[src/rtl/slave_port.sv]
// Serial bus slave port: deserialises an LSB-first address/data frame, issues a
// parallel device request, and streams read data back with optional split.
module slave_port #(
   parameter int ADDR_WIDTH      = 12,
   parameter int DATA_WIDTH      = 8,
   parameter int SPLIT_THRESHOLD = 4
) (
   input  logic                  clk,
   input  logic                  rstn,
   input  logic                  swdata,
   input  logic                  smode,
   input  logic                  mvalid,
   output logic                  srdata,
   output logic                  svalid,
   output logic                  sready,
   output logic                  ssplit,
   input  logic                  split_grant,
   output logic [ADDR_WIDTH-1:0] daddr,
   output logic [DATA_WIDTH-1:0] dwdata,
   input  logic [DATA_WIDTH-1:0] drdata,
   output logic                  dmode,
   output logic                  dvalid,
   input  logic                  dready
);

   localparam int CNT_MAX = (ADDR_WIDTH > DATA_WIDTH) ? ADDR_WIDTH : DATA_WIDTH;
   localparam int CW      = (CNT_MAX > 1) ? $clog2(CNT_MAX) : 1;
   localparam int WW      = (SPLIT_THRESHOLD > 1) ? $clog2(SPLIT_THRESHOLD) : 1;

   localparam logic [CW-1:0] ADDR_LAST = CW'(ADDR_WIDTH - 1);
   localparam logic [CW-1:0] DATA_LAST = CW'(DATA_WIDTH - 1);
   localparam logic [CW-1:0] CNT_ONE   = CW'(1);
   localparam logic [WW-1:0] WAIT_LAST = WW'(SPLIT_THRESHOLD - 1);
   localparam logic [WW-1:0] WAIT_ONE  = WW'(1);

   typedef enum logic [2:0] {
      S_IDLE,
      S_ADDR,
      S_WDATA,
      S_DEV,
      S_SPLIT,
      S_RESUME,
      S_RDATA
   } state_t;

   state_t                r_state;
   state_t                w_next;
   logic [CW-1:0]         r_cnt;
   logic [WW-1:0]         r_wait;
   logic [ADDR_WIDTH-1:0] r_addr;
   logic [DATA_WIDTH-1:0] r_wdata;
   logic [DATA_WIDTH-1:0] r_rdata;
   logic                  r_mode;

   logic [ADDR_WIDTH-1:0] w_addr_mask;
   logic [DATA_WIDTH-1:0] w_data_mask;
   logic                  w_addr_last;
   logic                  w_data_last;
   logic                  w_wait_last;

   // One-hot bit selects avoid index-width mismatches between r_cnt and the targets
   assign w_addr_mask = ADDR_WIDTH'(1) << r_cnt;
   assign w_data_mask = DATA_WIDTH'(1) << r_cnt;
   assign w_addr_last = (r_cnt == ADDR_LAST);
   assign w_data_last = (r_cnt == DATA_LAST);
   assign w_wait_last = (r_wait == WAIT_LAST);

   always_ff @(posedge clk) begin
      if (!rstn) begin
         r_state <= S_IDLE;
      end else begin
         r_state <= w_next;
      end
   end

   always_comb begin
      w_next = r_state;
      sready = 1'b0;
      dvalid = 1'b0;
      ssplit = 1'b0;
      svalid = 1'b0;
      srdata = 1'b0;
      case (r_state)
         S_IDLE: begin
            sready = 1'b1;
            if (mvalid) w_next = S_ADDR;
         end
         S_ADDR: begin
            if (mvalid && w_addr_last) w_next = r_mode ? S_WDATA : S_DEV;
         end
         S_WDATA: begin
            if (mvalid && w_data_last) w_next = S_DEV;
         end
         S_DEV: begin
            dvalid = 1'b1;
            if (dready) begin
               w_next = r_mode ? S_IDLE : S_RDATA;
            end else if (!r_mode && w_wait_last) begin
               w_next = S_SPLIT;
            end
         end
         S_SPLIT: begin
            dvalid = 1'b1;
            ssplit = 1'b1;
            if (dready) w_next = S_RESUME;
         end
         S_RESUME: begin
            if (split_grant) w_next = S_RDATA;
         end
         S_RDATA: begin
            svalid = 1'b1;
            srdata = |(r_rdata & w_data_mask);
            if (w_data_last) w_next = S_IDLE;
         end
         default: w_next = S_IDLE;
      endcase
   end

   always_ff @(posedge clk) begin
      if (!rstn) begin
         r_cnt   <= '0;
         r_addr  <= '0;
         r_wdata <= '0;
         r_rdata <= '0;
         r_mode  <= 1'b0;
      end else begin
         case (r_state)
            S_IDLE: begin
               if (mvalid) begin
                  r_addr <= ADDR_WIDTH'(swdata);
                  r_mode <= smode;
                  r_cnt  <= CNT_ONE;
               end
            end
            S_ADDR: begin
               if (mvalid) begin
                  r_addr <= swdata ? (r_addr | w_addr_mask) : (r_addr & ~w_addr_mask);
                  r_cnt  <= w_addr_last ? '0 : r_cnt + CNT_ONE;
               end
            end
            S_WDATA: begin
               if (mvalid) begin
                  r_wdata <= swdata ? (r_wdata | w_data_mask) : (r_wdata & ~w_data_mask);
                  r_cnt   <= w_data_last ? '0 : r_cnt + CNT_ONE;
               end
            end
            S_DEV, S_SPLIT: begin
               if (dready && !r_mode) r_rdata <= drdata;
            end
            S_RDATA: begin
               r_cnt <= w_data_last ? '0 : r_cnt + CNT_ONE;
            end
            default: ;
         endcase
      end
   end

   // Wait counter only advances on stalled reads; any other cycle restarts it
   always_ff @(posedge clk) begin
      if (!rstn) begin
         r_wait <= '0;
      end else if (r_state == S_DEV && !dready && !r_mode && !w_wait_last) begin
         r_wait <= r_wait + WAIT_ONE;
      end else begin
         r_wait <= '0;
      end
   end

   assign daddr  = r_addr;
   assign dwdata = r_wdata;
   assign dmode  = r_mode;

endmodule

[config.mk]
export PLATFORM = sky130hd
export DESIGN_NAME = slave_port
export DESIGN_NICKNAME = d
export VERILOG_FILES = /design/src/rtl/slave_port.sv
export SDC_FILE = /design/constraint.sdc
export NUM_CORES = 1
export LEC_CHECK = 0
export CAP_MARGIN = 10
export CORE_UTILIZATION = 48
export DETAILED_ROUTE_END_ITERATION = 8
export GPL_TIMING_DRIVEN = 1
export PLACE_DENSITY = 0.76
export SETUP_SLACK_MARGIN = 0.4
export SLEW_MARGIN = 20
export SYNTH_ARGS = -nofsm -noshare
export SYNTH_HDL_FRONTEND = slang
export SYNTH_SLANG_ARGS = --single-unit
export TNS_END_PERCENT = 30
[constraint.sdc]
create_clock -name clk -period 6.3 [get_ports clk]
set_clock_uncertainty 0.1 [all_clocks]
set_input_delay 1.89 -clock clk [delete_from_list [all_inputs] [get_ports clk]]
set_output_delay 1.89 -clock clk [all_outputs]
set_load 0.005 [all_outputs]
Word-level counts from Yosys, hierarchy flattened
Cells that the tools add are included.

word-level totals
  bits in registers = 38
  word-level logic and storage cells = 85
  bits of input ports = 15

cells by class
  reductions and logical operators = 22
  bitwise operators = 7
  mux-type cells = 27
  shift operators = 2
  add/sub/neg operators = 2
  eq/ne operators = 18

operators with widths
  cell                                                  count
  two-way mux 12 bit                                    3
  two-way mux 3 bit                                     9
  case mux 12 bit (2 select lines)                      1
  case mux 3 bit (7 select lines)                       1
  two-way mux 4 bit                                     5
  bitwise AND 8 bit                                     2
  inequality test 2 bit (second input constant)         8
  case mux 4 bit (4 select lines)                       1
  bitwise AND 12 bit                                    1
  inverter 12 bit                                       1
  OR 12 bit                                             1
  left shift 1 x 4 -> 12 bit (first input constant)     1
  equality test 3 bit (second input constant)           3
  two-way mux 8 bit                                     1
  inverter 8 bit                                        1
  OR 8 bit                                              1
  AND reduction 2 bit                                   4
  OR reduction 8 bit                                    1
  left shift 1 x 4 -> 8 bit (first input constant)      1
  logical AND 1 bit                                     7
  AND reduction 7 bit                                   1
  equality test 3 x 2 -> 1 bit (second input constant)  2
  two-way mux 1 bit                                     6
  adder 4 x 1 -> 4 bit (second input constant)          1
  13 further kinds                                      15

Depth between registers and ports, before layout
  depth after elaboration = 6
  mapped depth = 7

Worst setup path before layout
OpenSTA, ideal clock, no wires.

  kind = reg-to-output
  start = register r_cnt[0]
  end = output srdata
  stages on the path, launching flop included = 6
  arrival time = 1.451 ns
  buffers on the path = 0
  slack = 2.859 ns
  cell sequence = dfxtp_1 -> ha_1 -> ha_1 -> a222oi_1 -> o21ai_0 -> and3b_1

between the ends
  longest elaborated chain between the ends = 4

RTL lines
  item                       line  text
  start: declaration         48    logic [CW-1:0] r_cnt;
  start signal: assignment   138   r_cnt <= w_addr_last ? '0 : r_cnt + CNT_ONE;
  start signal: assignment   144   r_cnt <= w_data_last ? '0 : r_cnt + CNT_ONE;
  start signal: assignment   151   r_cnt <= w_data_last ? '0 : r_cnt + CNT_ONE;
  left shift 1 x 4 -> 8 bit  63    assign w_data_mask = DATA_WIDTH'(1) << r_cnt;
  bitwise AND 8 bit          112   srdata = |(r_rdata & w_data_mask);
  OR reduction 8 bit         112
  two-way mux 1 bit          83    case (r_state)
  end: declaration           13    output logic srdata,

No other way between the ends.

Worst setup path after layout
  start = register r_cnt[2]
  end = output srdata

Same word-level chain as after synthesis.

==> results.yml <==
yosys:
  syn_nets: 260
  synthCells: 238
  yosysSeqAreaShare_pct: 35.4
  synth_area_leaders: "dfxtp_1, mux2i_1, nor2b_1, ha_1, nand3_1"
  ys.flop_type: "dfxtp_1"
  ys_types: 49
  synth.avg_cell_area_sq_um: 9.03
  yosysWarnings: 0
  synth_edf_count: 0
  synthArstFlopShare_pct: 0
  yosys.area.top_type_share_pct: 35.4
  synth_area_leader_cell: "dfxtp_1"
  ys_ff_latch: 38
  syn_area_sq_um: 2150
drt:
  wl_per_cell_microns: 14.8
  drtAntennaViolNets: 0
  viasPerCell: 5.54
  drt_wl_total_microns: 4690
  drt_iter0_markers: 106
  vias: 1755
  dr.pass1.iters: 5
  remaining_drc_errors: 0
critical_path:
  r2r_setup_slack_ns: 3.77
  crit_family: "flip-flops"
  cp_max_fo: 12
  cp-end-kind: "primary output"
  rr_worst_depth: 4
  critPathBufInv: 2
  worstPathRequired_ns: 4.31
  cp_data_arrival_time_ns: 2.36
  critical-path-slowest-cell: "dfxtp_1"
  critPathMaxStageDelay_ns: 0.58
  crit_cells: 6
  cp-start-kind: "flip-flop"
  worstSetupPathType: "reg2out"
  crit_chain: "inv_1, ha_1, a222oi_1, o21ai_0, and3b_1, clkdlybuf4s50_1"
power_and_ir_drop:
  pwr-share-comb_pct: 19.6
  netSwitchingPower_mw: 0.160
  power_density_nw_per_um2: 211
  p_sw_share_pct: 29.1
  internal_power_mw: 0.389
  power_frac_clock_pct: 31.6
  p_seq_share_pct: 48.8
  leakage_nw: 1.06
  vdd_drop_max_v: 0.000119
grt:
  grt_max_degree: 32
  grt_pass1_vias: 1572
  grt_pass1_wl_microns: 7420
  grt_use_total_pct: 21.6
  antenna_found_initial: 0
  grt-ovfl-total: 0
clock_tree:
  cts_root_buf: "clkbuf_8"
  cts_setup_buffers: 0
  ctsResizeCount: 0
  htree_levels: 2
  cts.sinks: 38
  clkTransAtPathRegs_ns: 0.07
  cts_buffers: 5
  clk_latency_ns: 0.29
  cts_max_path_buffers: 2
  cts_hold_buffers: 0
  cts_tree: "built"
finish:
  antenna_cells: 0
  area_growth_pct: 20.9
  fin_util_pct: 62.7
  instances_no_fill: 317
  drive_gt1_share_pct: 7.49
  fillCellCount: 384
  layout.nets: 288
flow_run:
  max-cap-violations: 0
run_status:
  status: "complete, no violations"
floorplan:
  die_y_microns: 68.9
  ios: 41
  die_area_sq_um: 4750
  coreArea_sq_um: 4140
  start_util_pct: 51.9
  rows: 23
  die_w_microns: 68.9
timing:
  tightest_slew_ns: 0.986
  period_needed_ns: 4.35
  grt_setup_unrepaired: "no"
  relSlewSlack_pct: 34.1
  finalSetupViolCount: 0
  drv_slew: 0
  timing.setup.tns_ns: 0
  final.period_utilization_pct: 69.0
  final_hold_viol_count: 0
  fmax_mhz: 230
worst_hold_path:
  hold_class: "reg2reg"
  hold_depth: 1
placed_design:
  dpl.hpwl_microns: 3300
  portBuffers: 40
  dp_cells: 309
  gp_congestion: 0.857
[area by class of cell]
class | count | area (sq um) | area share (%)
multi-input combinational | 174 | 1250 | 48.2
sequential | 38 | 761 | 29.3
timing repair buffer | 41 | 408 | 15.7
clock buffer | 7 | 86.3 | 3.32
tap | 50 | 62.6 | 2.41
inverter | 6 | 22.5 | 0.867
clock inverter | 1 | 5.00 | 0.193
[cell usage after synthesis (all sizes together), types with 3 or more instances]
| master | n |
|---|---|
| nand3 | 17 |
| nand2b | 4 |
| nor2b | 20 |
| a221oi | 3 |
| nor3b | 3 |
| dfxtp | 38 |
| buf | 14 |
| nor3 | 4 |
| o21a | 3 |
| nand2 | 16 |
| clkbuf | 6 |
| a21oi | 10 |
| ha | 7 |
| nor4bb | 4 |
| inv | 6 |
| a21boi | 7 |
| mux2 | 3 |
| o21ai | 7 |
| nor2 | 15 |
| mux2i | 22 |
[power by group through the flow]
stage               sequential (mW)  combinational [mW]  clock, mW
finish                        0.268               0.108      0.174
floorplan                     0.258              0.0894          0
global route                  0.270               0.118      0.187
global placement              0.272               0.106          0
CTS                           0.267               0.108      0.176
detailed placement            0.273               0.107          0
[worst reg2reg max path, delay by kind of cell, from the launching register on]
kind            cells  cell delay [ns]
compound gates      1             0.77
simple gates        2             0.33
flops               1             0.94
mux                 1             0.28
[per-stage QoR]
step	cell area, sq um	setup WS (ns)	hold WS, ns	power, mW
final	2600	1.95	0.319	0.549
after global routing	2600	1.76	0.342	0.575
after CTS	2600	1.96	0.322	0.551
after detailed placement	2510	2.30	0.311	0.380
after global placement	2510	2.34	0.308	0.379
after floorplan	2150	2.86	0.299	0.347
[cells in the final DEF (no fill, tap or decap), drive strengths merged, types with 2 or more instances in the layout]
master         netlist  final
clkdlybuf4s50        0     40
dfxtp               38     38
mux2i               22     22
nor2b               20     20
nand3               17     17
nand2               16     16
nor2                15     15
a21oi               10     10
o21ai                7      7
a21boi               7      7
ha                   7      7
clkbuf               6      7
inv                  6      6
nor3                 4      4
nand2b               4      4
nor4bb               4      4
a221oi               3      3
mux2                 3      3
o21a                 3      3
nor3b                3      3
and3                 2      2
and3b                2      2
nand4                2      2
or2                  2      2
nand4b               2      2
a211oi               2      2
o31ai                2      2
[kinds of logic (layout without fill, tap and decap cells)]
| family | Yosys count | count (layout) | synth area share (%) |
|---|---|---|---|
| and+or+nand+nor | 98 | 98 | 27.5 |
| AOI/OAI and AO/OA | 43 | 43 | 14.6 |
| DFF | 38 | 38 | 35.4 |
| buffers and inverters | 26 | 55 | 6.29 |
| muxes | 25 | 25 | 11.8 |
| adders and majority gates | 7 | 7 | 4.07 |
| xor gates and xnor gates | 1 | 1 | 0.408 |
[metal layers]
metal,wire [microns],up-vias,global-route usage (%)
met4,65,0,8.42
met5,0,-,0
met2,2160,40,34.5
met3,189,7,4.93
li1,-,899,-
met1,2270,809,28.1
[final timing paths]
path                                    to       start
worst max-delay path                srdata    r_cnt[2]
worst min-delay path             r_wait[0]   r_wait[0]
worst max register to register  r_rdata[3]  r_state[2]
worst min register to register   r_wait[0]   r_wait[0]
No activity file was read; power rests on OpenSTA's default activity.
